## src/rtl/fsm_byte_scan_ctrl.sv

```systemverilog
// Shifts a parallel message MSB-first through a 4-state Mealy pattern FSM and returns the
// per-bit output mask plus its popcount. Build option: FSM_BYTE_SCAN_CARRY_EN (pattern state carries over).
module fsm_byte_scan_ctrl #(
  parameter int NBITS = 8,
  parameter int CW    = 4
) (
  input  logic             clk,
  input  logic             reset,
  input  logic             in_val,
  output logic             in_rdy,
  input  logic [NBITS-1:0] in_msg,
  output logic             out_val,
  input  logic             out_rdy,
  output logic [NBITS-1:0] out_mask,
  output logic [CW-1:0]    out_cnt,
  output logic [1:0]       pat_state
);

  localparam int IW = $clog2(NBITS);

  typedef enum logic [1:0] {
    CTRL_IDLE = 2'd0,
    CTRL_SCAN = 2'd1,
    CTRL_DONE = 2'd2
  } ctrl_state_e;

  typedef enum logic [1:0] {
    PAT_A = 2'd0,
    PAT_B = 2'd1,
    PAT_C = 2'd2,
    PAT_D = 2'd3
  } pat_state_e;

  ctrl_state_e      r_ctrl;
  pat_state_e       r_pat;
  logic [NBITS-1:0] r_msg;
  logic [NBITS-1:0] r_mask;
  logic [CW-1:0]    r_cnt;
  logic [IW-1:0]    r_idx;

  logic             w_bit;
  pat_state_e       w_pat_nxt;
  logic             w_pat_out;

  assign w_bit = r_msg[r_idx];

  always_comb begin
    // NOTE: defaults before the case so every path assigns both outputs -- no latch.
    w_pat_nxt = r_pat;
    w_pat_out = 1'b0;
    case (r_pat)
      PAT_A: begin
        w_pat_nxt = w_bit ? PAT_B : PAT_A;
        w_pat_out = w_bit;
      end
      PAT_B: begin
        w_pat_nxt = w_bit ? PAT_B : PAT_C;
        w_pat_out = ~w_bit;
      end
      PAT_C: begin
        w_pat_nxt = w_bit ? PAT_D : PAT_A;
        w_pat_out = w_bit;
      end
      PAT_D: begin
        w_pat_nxt = w_bit ? PAT_B : PAT_C;
        w_pat_out = 1'b0;
      end
      default: begin
        w_pat_nxt = PAT_A;
        w_pat_out = 1'b0;
      end
    endcase
  end

  // NOTE: non-blocking assignments only, so every register sees pre-edge values.
  always_ff @(posedge clk) begin
    if (reset) begin
      r_ctrl <= CTRL_IDLE;
      r_pat  <= PAT_A;
      r_msg  <= '0;
      r_mask <= '0;
      r_cnt  <= '0;
      r_idx  <= '0;
    end else begin
      case (r_ctrl)
        CTRL_IDLE: begin
          if (in_val) begin
            r_msg  <= in_msg;
            r_idx  <= IW'(NBITS - 1);
            r_mask <= '0;
            r_cnt  <= '0;
`ifdef FSM_BYTE_SCAN_CARRY_EN
            r_pat  <= r_pat;
`else
            r_pat  <= PAT_A;
`endif
            r_ctrl <= CTRL_SCAN;
          end
        end
        CTRL_SCAN: begin
          r_pat         <= w_pat_nxt;
          r_mask[r_idx] <= w_pat_out;
          r_cnt         <= r_cnt + CW'(w_pat_out);
          if (r_idx == '0) begin
            r_ctrl <= CTRL_DONE;
          end else begin
            r_idx <= r_idx - 1'b1;
          end
        end
        CTRL_DONE: begin
          if (out_rdy) begin
            r_ctrl <= CTRL_IDLE;
          end
        end
        default: r_ctrl <= CTRL_IDLE;
      endcase
    end
  end

  // Handshake flags depend only on registered state and reset, never on in_val/out_rdy.
  assign in_rdy    = (r_ctrl == CTRL_IDLE) && !reset;
  assign out_val   = (r_ctrl == CTRL_DONE) && !reset;
  assign out_mask  = r_mask;
  assign out_cnt   = r_cnt;
  assign pat_state = r_pat;

endmodule

```

## config.mk

```make
export PLATFORM = sky130hd
export DESIGN_NAME = fsm_byte_scan_ctrl
export DESIGN_NICKNAME = d
export VERILOG_FILES = /design/src/rtl/fsm_byte_scan_ctrl.sv
export SDC_FILE = /design/constraint.sdc
export NUM_CORES = 1
export LEC_CHECK = 0
export CAP_MARGIN = 20
export CORE_ASPECT_RATIO = 1.75
export CORE_UTILIZATION = 50
export CTS_CLUSTER_DIAMETER = 200
export CTS_CLUSTER_SIZE = 16
export DETAILED_ROUTE_END_ITERATION = 12
export GPL_ROUTABILITY_DRIVEN = 1
export PLACE_DENSITY = 0.78
export SYNTH_ARGS = -nofsm -noshare
export SYNTH_HDL_FRONTEND = slang
export SYNTH_SLANG_ARGS = --single-unit
```

## constraint.sdc

```tcl
create_clock -name clk -period 2.5 [get_ports clk]
set_clock_uncertainty 0.15 [all_clocks]
set_input_delay 0.375 -clock clk [delete_from_list [all_inputs] [get_ports clk]]
set_output_delay 0.375 -clock clk [all_outputs]
set_load 0.05 [all_outputs]
```

==> results.md, run 1 <==
- The run finished with clean final reports.
- The CTS root buffer is sky130_fd_sc_hd__clkbuf_8.
- Counting the fill cells in the layout gives around 230.
- Dividing the detail-routed via count by the number of cells gives ~6.
- The cell area after synthesis is about 0.0014 mm^2.
- The average wire per standard cell is 14.73 um.
- The final net count is 222.
- The worst setup path is launched from a register.
- The first detailed-routing pass took 4 iterations.
- The number of slew-limit violations in the final report is 0.
- Row generation in the floorplan step produced 25 rows.
- The worst min-delay path class is reg -> reg.
- The average cell area after synthesis is roughly 8.1 um^2.
- The number of nets with antenna violations after routing is 0.
- The number of gates given a new drive strength after cts is 0.
- Clock latency on the worst-skew pair, taken at its later pin, is 270 ps.
- The number of enable-type register cells in the synthesized netlist is 0.
- Summing all multi-input logic gate instances after layout gives 845.8 um^2.
- Sequential elements use approximately 38% of the synthesized area.
- Once the floorplan was initialized, standard cells occupied between 50% and 60% of the core.
- Data arrives at the worst endpoint at 2330 ps.
- After clock tree synthesis, the clock-pin slew on the worst setup and hold paths is 90 ps.
- The achievable frequency is 0.4329 GHz.
- The count of distinct cell types in the synthesized netlist is 42.
- IR analysis of the VDD net gives a maximum drop of 0.0004313 V.
- The share of final-layout standard cells stronger than drive strength 1 is 11.22%.
- The buffer depth of the longest clock path is 2.
- The maximum level of the CTS H-tree is 1.
- The Yosys step of the flow raised 0 warnings.
- In this run the most critical hold path is launched from r_msg[5].
- The die is 72.91 um tall.
- The number of clock buffers inserted by TritonCTS is 3.
- The total global routing overflow is 0.
- The launch point of the worst path is r_idx[0].
- Summed over all cells, the static leakage comes to 0.0006427 uW.
- Setup repair after global routing left no endpoint under its margin.
- The final setup violation count is 0.
- Of all nets on the critical path, the largest fanout is 10.
- The count of placed standard cells including taps is approximately 230.
- Across every metal layer, demand over resource in global routing totals 23.19%.
- The type of the setup path with the least slack is reg -> reg.
- After clock tree synthesis, the flow added hold-fix buffers numbering 0.
- The clock sink count is 27.
- The last weighted congestion value of the routability-driven placer is 0.8785.
- The cell area power density is slightly below 600 mW/mm^2.
- The placeable core region is between 0.002 and 0.003 mm^2.
- Once the clock tree was built, the setup fixing pass inserted 0 buffers.
- STA classifies the critical path endpoint as a register.
- Subtracting the final worst setup slack from the clock period gives 2310 ps.
- The largest net degree at the start of global routing is 23.
- The wire length of the first global-routing pass is 5.720 mm.
- The hold violation count in the final report was 0.
- The TritonCTS clock tree is done.
- Input and output buffers added on the ports amount to 27.
- The post-layout instance count excluding filler cells is 232.
- The area growth from synthesis to final layout is 26.39%.
- 0 antenna diodes ended up in the layout.
- The sequential cell area is 544.3 um^2.
- The die area is 0.003100 mm^2.
- The number of antenna violations at the first check in global routing is 0.
- The post-detailed-routing wire length is 3.417 mm.
- The startpoint identified for the worst register-to-register timing path is r_idx[0].
- Summing over every cut layer, the via total after detailed routing is 1395.
- The violation count after the first detailed-route iteration is 48.
- The number of max-cap violations is 0.
- From left edge to right edge, the die measures 42.52 um.
- The period utilization is between 90 and 100%.
- At the worst endpoint, the required time is 2520 ps.
- The number of nets handed over by synthesis was 194.
- In the synthesized netlist the dominant register cell turns out to be sky130_fd_sc_hd__dfxtp_1.
- The share of synthesized registers carrying an async set or reset is 0%.
- Counting every instance in the synthesized netlist gives 178.
- The count of boundary I/O pins is 28.
- The number of global-route vias before repair came to 1327.
- For this run, design rule violations remaining after detail routing come to 0.
- After synthesis the netlist holds a flip-flop and latch count of 27.
- The worst pin sits at a relative slew slack of 53.63%.
- The HPWL after detailed placement is about 2.6 mm.
- For the final routed database, the setup TNS stands at 0 ps.
- At the pin with the least slew margin, the transition time is 689.2 ps.
==> final cells by class <==
| class | count | share of cell area [%] |
|---|---|---|
| clock buffer | 3 | 2.274 |
| clock inverter | 1 | 0.4135 |
| inverter | 4 | 0.8270 |
| multi-input combinational | 138 | 46.59 |
| sequential | 27 | 29.98 |
| tap | 27 | 1.861 |
| timing repair buffer | 32 | 18.06 |
==> power breakdown <==
group	switching (uW)	leakage (uW)	internal, uW	total (uW)
clock	141	0.0000217	113	254
sequential	31.6	0.000221	458	489
combinational	199	0.000400	122	321
total	372	0.000643	692	1060
==> synthesized netlist by cell type, drive strengths merged (3+ instances only) <==
cell / n / share of area [%]
nand2b: 3 / 1.3
o211ai: 8 / 4.2
buf: 4 / 1.8
mux2i: 4 / 2.8
dfxtp: 27 / 38
nor2: 19 / 5.1
ha: 4 / 3.5
nand3: 11 / 3.8
clkbuf: 5 / 1.3
nand4: 8 / 3.5
nand2: 28 / 7.3
o311ai: 5 / 3.6
inv: 4 / 1.0
nor2b: 6 / 2.6
a22oi: 3 / 1.6
a21oi: 11 / 3.8
nor3: 3 / 1.0
==> logic make-up (layout without fill, tap and decap cells) <==
| group | after synthesis | in the layout | share of synthesized area [%] |
|---|---|---|---|
| simple gates | 87 | 87 | 29.36 |
| compound gates | 41 | 41 | 21.17 |
| mux | 5 | 5 | 3.571 |
| xor+xnor | 1 | 1 | 0.6099 |
| buf+inv | 13 | 40 | 4.181 |
| flops | 27 | 27 | 37.63 |
| fa+ha+maj | 4 | 4 | 3.484 |
==> routing by layer <==
layer	GRT usage, %	vias up	wire, um
met5	0	-	0
li1	-	700	-
met2	43.42	31	1880
met3	2.228	7	96
met1	26.12	657	1384
met4	9.375	0	56
==> worst max-delay path, stage by stage (launching register included) <==
cell                        delay [ps]
sky130_fd_sc_hd__dfxtp_2           380
sky130_fd_sc_hd__buf_4             180
sky130_fd_sc_hd__mux2i_2           270
sky130_fd_sc_hd__o2bb2ai_2         220
sky130_fd_sc_hd__or2_1             180
sky130_fd_sc_hd__o21ai_0            90
sky130_fd_sc_hd__ha_1              220
sky130_fd_sc_hd__ha_1              280
sky130_fd_sc_hd__a22oi_1           170
sky130_fd_sc_hd__nor2_1             60
==> placed cells by master, fill, tap and decap left out, types with 3 or more instances in the layout <==
cell type                         count
sky130_fd_sc_hd__nor3_1               3
sky130_fd_sc_hd__mux2i_1              3
sky130_fd_sc_hd__o211ai_1             8
sky130_fd_sc_hd__nand2b_1             3
sky130_fd_sc_hd__nor2b_1              6
sky130_fd_sc_hd__a21oi_1             11
sky130_fd_sc_hd__o311ai_0             4
sky130_fd_sc_hd__clkdlybuf4s50_1     25
sky130_fd_sc_hd__dfxtp_2              3
sky130_fd_sc_hd__nand4_1              8
sky130_fd_sc_hd__inv_1                4
sky130_fd_sc_hd__clkbuf_8             3
sky130_fd_sc_hd__buf_4                5
sky130_fd_sc_hd__nand2_1             28
sky130_fd_sc_hd__nor2_1              18
sky130_fd_sc_hd__dfxtp_1             24
sky130_fd_sc_hd__ha_1                 4
sky130_fd_sc_hd__nand3_1             11
sky130_fd_sc_hd__a22oi_1              3
==> metrics by stage <==
step                worst slack [ps]  hold slack [ps]  utilization, %  power (uW)  cell area, um^2
floorplan                      239.4            282.9               -       712.5             1436
global route                   42.94            346.0           66.71        1116             1815
CTS                            18.02            312.3           66.21        1061             1802
global placement               141.0            299.7           64.41       800.2             1753
finish                         189.8            312.4           66.71        1064             1815
detailed placement             53.63            298.4           64.41       810.7             1753
==> registers in the layout, summed over array words and instances (netlist names) <==
signal,flops
r_msg,8
r_idx,3
out_mask,8
out_cnt,4
r_ctrl,2
pat_state,2
==> path summary, 6_finish.rpt <==
| check | end | slack (ps) | depth (start not counted) |
|---|---|---|---|
| hold reg to reg | r_msg[5] | 310 | 2 |
| setup reg to reg | out_cnt[1] | 190 | 9 |
| hold / removal | r_msg[5] | 310 | 2 |
| setup / recovery | out_cnt[1] | 190 | 9 |
(Power assumes the default switching activity.)
==> run 2, diff against run 1 <==
--- a/config.mk
+++ b/config.mk
@@ -6,7 +6,7 @@
 export NUM_CORES = 1
 export LEC_CHECK = 0
 export CAP_MARGIN = 20
-export CORE_ASPECT_RATIO = 1.75
+export CORE_ASPECT_RATIO = 0.9
 export CORE_UTILIZATION = 50
 export CTS_CLUSTER_DIAMETER = 200
 export CTS_CLUSTER_SIZE = 16
==> results.md, run 2 (synthesis results as in run 1) <==
- The number of nets with antenna violations after routing is 0 (unchanged).
- The wire length of the first global-routing pass is 5.809 mm (+1.6%).
- The worst vdd rail ir drop is 0.0003322 V (-23%).
- The post-route minimum period is 2301 ps (-8.779 ps).
- TritonCTS built the clock tree.
- The period utilization is 92.06% (-0.35 points).
- The root buffer cell chosen for the clock tree is sky130_fd_sc_hd__clkbuf_4.
- The worst-case headroom to the max-slew limit is 52.53% (-1.1 points).
- The biggest fanout along the worst timing path is 7 (-3).
- The final setup violation count is 0 (unchanged).
- The most critical setup path has its endpoint at out_cnt[3].
- The sum of negative setup slack came to 0 ps (unchanged).
- The HPWL after detailed placement was 2.523 mm (-2.0%).
- The setup slack on the worst flop-to-flop path is 200 ps (about the same).
- The number of clock buffers inserted by TritonCTS is 3 (unchanged).
- The antenna diode instance count is 0 (unchanged).
- The average wire per standard cell is 13.91 um (-5.6%).
- The die outline width is 58.50 um (+38%).
- The cell that appears most often on the critical path is sky130_fd_sc_hd__nor2_1.
- The last weighted congestion value of the routability-driven placer is 0.9046 (+3.0%).
- In this run the worst setup path begins at r_idx[0].
- The utilization after layout is 66.16% (-0.55 points).
- The clock latency of the later-clocked register in the worst-skew pair is 330 ps (+60 ps).
- The violation count after the first detailed-route iteration came to 41 (-15%).
- The post-detailed-routing wire length is 3.408 mm (-0.26%).
- The row count is 18 (-28%).
- The number of slew-limit violations in the final report is 0 (unchanged).
- The share of final-layout standard cells stronger than drive strength 1 came to 10.24% (-0.98 points).
- The largest individual stage delay along the critical path comes from the cell sky130_fd_sc_hd__dfxtp_4.
- The total of buffers placed on input and output ports is 27 (unchanged).
- The die height came to 52.85 um (-28%).
- The final net count came to 222 (unchanged).
- The buffer depth of the longest clock path is 2 (unchanged).
- The total global-route track usage came to 24.76% (+1.6 points).
- The achievable frequency is 0.4345 GHz (+0.38%).
- On the critical path the largest part of the delay comes from compound AO/OA/AOI/OAI gates.
- The cell area power density is 557.9 mW/mm^2 (-4.8%).
- The number of gates given a new drive strength after cts is 0 (unchanged).
- The buffering stage count on the worst path with inverters included is 0 (-1).
- The clock-pin slew of the registers on the worst-case setup and hold paths is 150 ps (+60 ps).
- The number of vias in the routed layout was 1420 (+1.8%).
- The reg-to-reg critical path startpoint is r_idx[0].
- The endpoint kind of the worst setup timing path is a register.
- The number of global-route vias before repair was 1260 (-5.0%).
- The measured slew at the worst slew-check pin is 705.5 ps (+16.35 ps).
- The critical path's largest stage delay was 400 ps (+20 ps).
- The routed via count divided by cell count was 5.796 (-3.6%).
- The count of boundary I/O pins came to 28 (unchanged).
- The quantity of hold-fixing buffers added after cts was 0 (unchanged).
- The required time of the critical path is 2590 ps (+70 ps).
- The initial cell density of the core is 52.71% (-0.073 points).
- The depth of the critical timing path with buffers and inverters included is 9 (unchanged).
- The placeable core region is 0.002725 mm^2 (+0.14%).
- The data arrival time of the worst path is 2390 ps (+60 ps).
- The critical path goes through mux2i_1, a22o_2, or2_1, o21ai_0, ha_1, nand3_1, nor2_1, nor2_1, a311oi_1.
- The library cell used most frequently in the layout, excluding fill and tap cells, is sky130_fd_sc_hd__nand2_1.
- The number of antenna violations at the first check in global routing came to 0 (unchanged).
- The clock sink count was 27 (unchanged).
- In this run the worst hold path is classified as reg -> reg.
- The die area came to 0.003091 mm^2 (-0.27%).
- The largest net degree at the start of global routing is 17 (-26%).
- The number of DRC violations after detailed routing was 0 (unchanged).
- The number of max-cap violations is 0 (unchanged).
- The top cell types in the final layout, fill and taps aside, are sky130_fd_sc_hd__nand2_1, sky130_fd_sc_hd__clkdlybuf4s50_1, sky130_fd_sc_hd__dfxtp_1, sky130_fd_sc_hd__nor2_1.
- The total global routing overflow is 0 (unchanged).
- STA classifies the critical path startpoint as a register.
- The total iterations of the first detailed-routing run is 4 (unchanged).
- The number of cells on the worst reg-to-reg path was 9 (unchanged).
- The cell leakage power is 0.0006362 uW (-1.0%).
- The critical path is of the reg -> reg type.
- The hold violation count in the final report is 0 (unchanged).
- Setup repair after global routing left no endpoint under its margin.
- The run finished with clean final reports.
- The post-CTS setup buffer count came to 0 (unchanged).
- The maximum level of the CTS H-tree is 1 (unchanged).
- From synthesis to final layout, the design area changed by 25.52%.
- The worst register-to-register path ends at out_cnt[3].
## run 2: cell types whose count changed in the layout (fill, tap and decap cells not counted)
cell | previous run | this run
sky130_fd_sc_hd__clkbuf_4 | 0 | 3
sky130_fd_sc_hd__clkbuf_8 | 3 | 0
sky130_fd_sc_hd__a22o_1 | 1 | 0
sky130_fd_sc_hd__a22o_2 | 0 | 1
sky130_fd_sc_hd__clkbuf_1 | 0 | 1
sky130_fd_sc_hd__clkinvlp_4 | 1 | 0
sky130_fd_sc_hd__dfxtp_2 | 3 | 2
sky130_fd_sc_hd__dfxtp_4 | 0 | 1
sky130_fd_sc_hd__mux2i_1 | 3 | 4
sky130_fd_sc_hd__mux2i_2 | 1 | 0
sky130_fd_sc_hd__o2bb2ai_1 | 0 | 1
sky130_fd_sc_hd__o2bb2ai_2 | 1 | 0
## run 2: layout make-up
class / instances / area [um^2]
Sequential cell: 27 / 546.8
Clock buffer: 4 / 26.28
Fill cell: 224 / 922.1
Timing Repair Buffer: 32 / 327.8
Tap cell: 40 / 50.05
Inverter: 4 / 15.01
Multi-Input combinational cell: 138 / 837.1
## run 2: routing by layer
metal	share of wire [%]	vias up	global-route usage (%)
li1	-	703	-
met4	0.59	0	7.540
met5	0	-	0
met1	47	661	32.73
met2	47	54	40.80
met3	5.4	2	4.691
## run 2: per-stage QoR
stage | power (uW) | instance area (um^2) | std cells | hold slack [ps] | worst slack, ps
6_report | 1006 | 1803 | 245 | 328.9 | 198.6
5_1_grt | 1061 | 1803 | 245 | 345.6 | 18.58
4_1_cts | 1002 | 1795 | 245 | 332.0 | 23.87
3_5_place_dp | 812.0 | 1769 | 241 | 313.0 | 91.74
3_3_place_gp | 798.5 | 1769 | 241 | 302.3 | 222.7
2_1_floorplan | 712.5 | 1436 | 178 | 282.9 | 239.4
## run 2: worst min path at each step
stage	from	end	slack [ps]	depth (start not counted)
finish	r_msg[4]	r_msg[4]	330	2
global route	r_msg[5]	r_msg[5]	350	2
CTS	r_msg[5]	r_msg[5]	330	2
detailed placement	r_msg[3]	r_msg[3]	310	2
global placement	r_msg[3]	r_msg[3]	300	2
floorplan	r_msg[3]	r_msg[3]	280	2
## run 2: worst reg2reg max path, stage by stage, from the launching register on
cell and delay (ps):
sky130_fd_sc_hd__dfxtp_4 400, sky130_fd_sc_hd__mux2i_1 170, sky130_fd_sc_hd__a22o_2 340, sky130_fd_sc_hd__or2_1 260, sky130_fd_sc_hd__o21ai_0 200, sky130_fd_sc_hd__ha_1 210
sky130_fd_sc_hd__nand3_1 110, sky130_fd_sc_hd__nor2_1 110, sky130_fd_sc_hd__nor2_1 40, sky130_fd_sc_hd__a311oi_1 230
## run 2: power breakdown
group / total [uW] / internal, uW / switching [uW]
clock network: 195 / 62.6 / 132
registers: 493 / 458 / 35.1
logic: 318 / 121 / 197
total: 1010 / 642 / 364
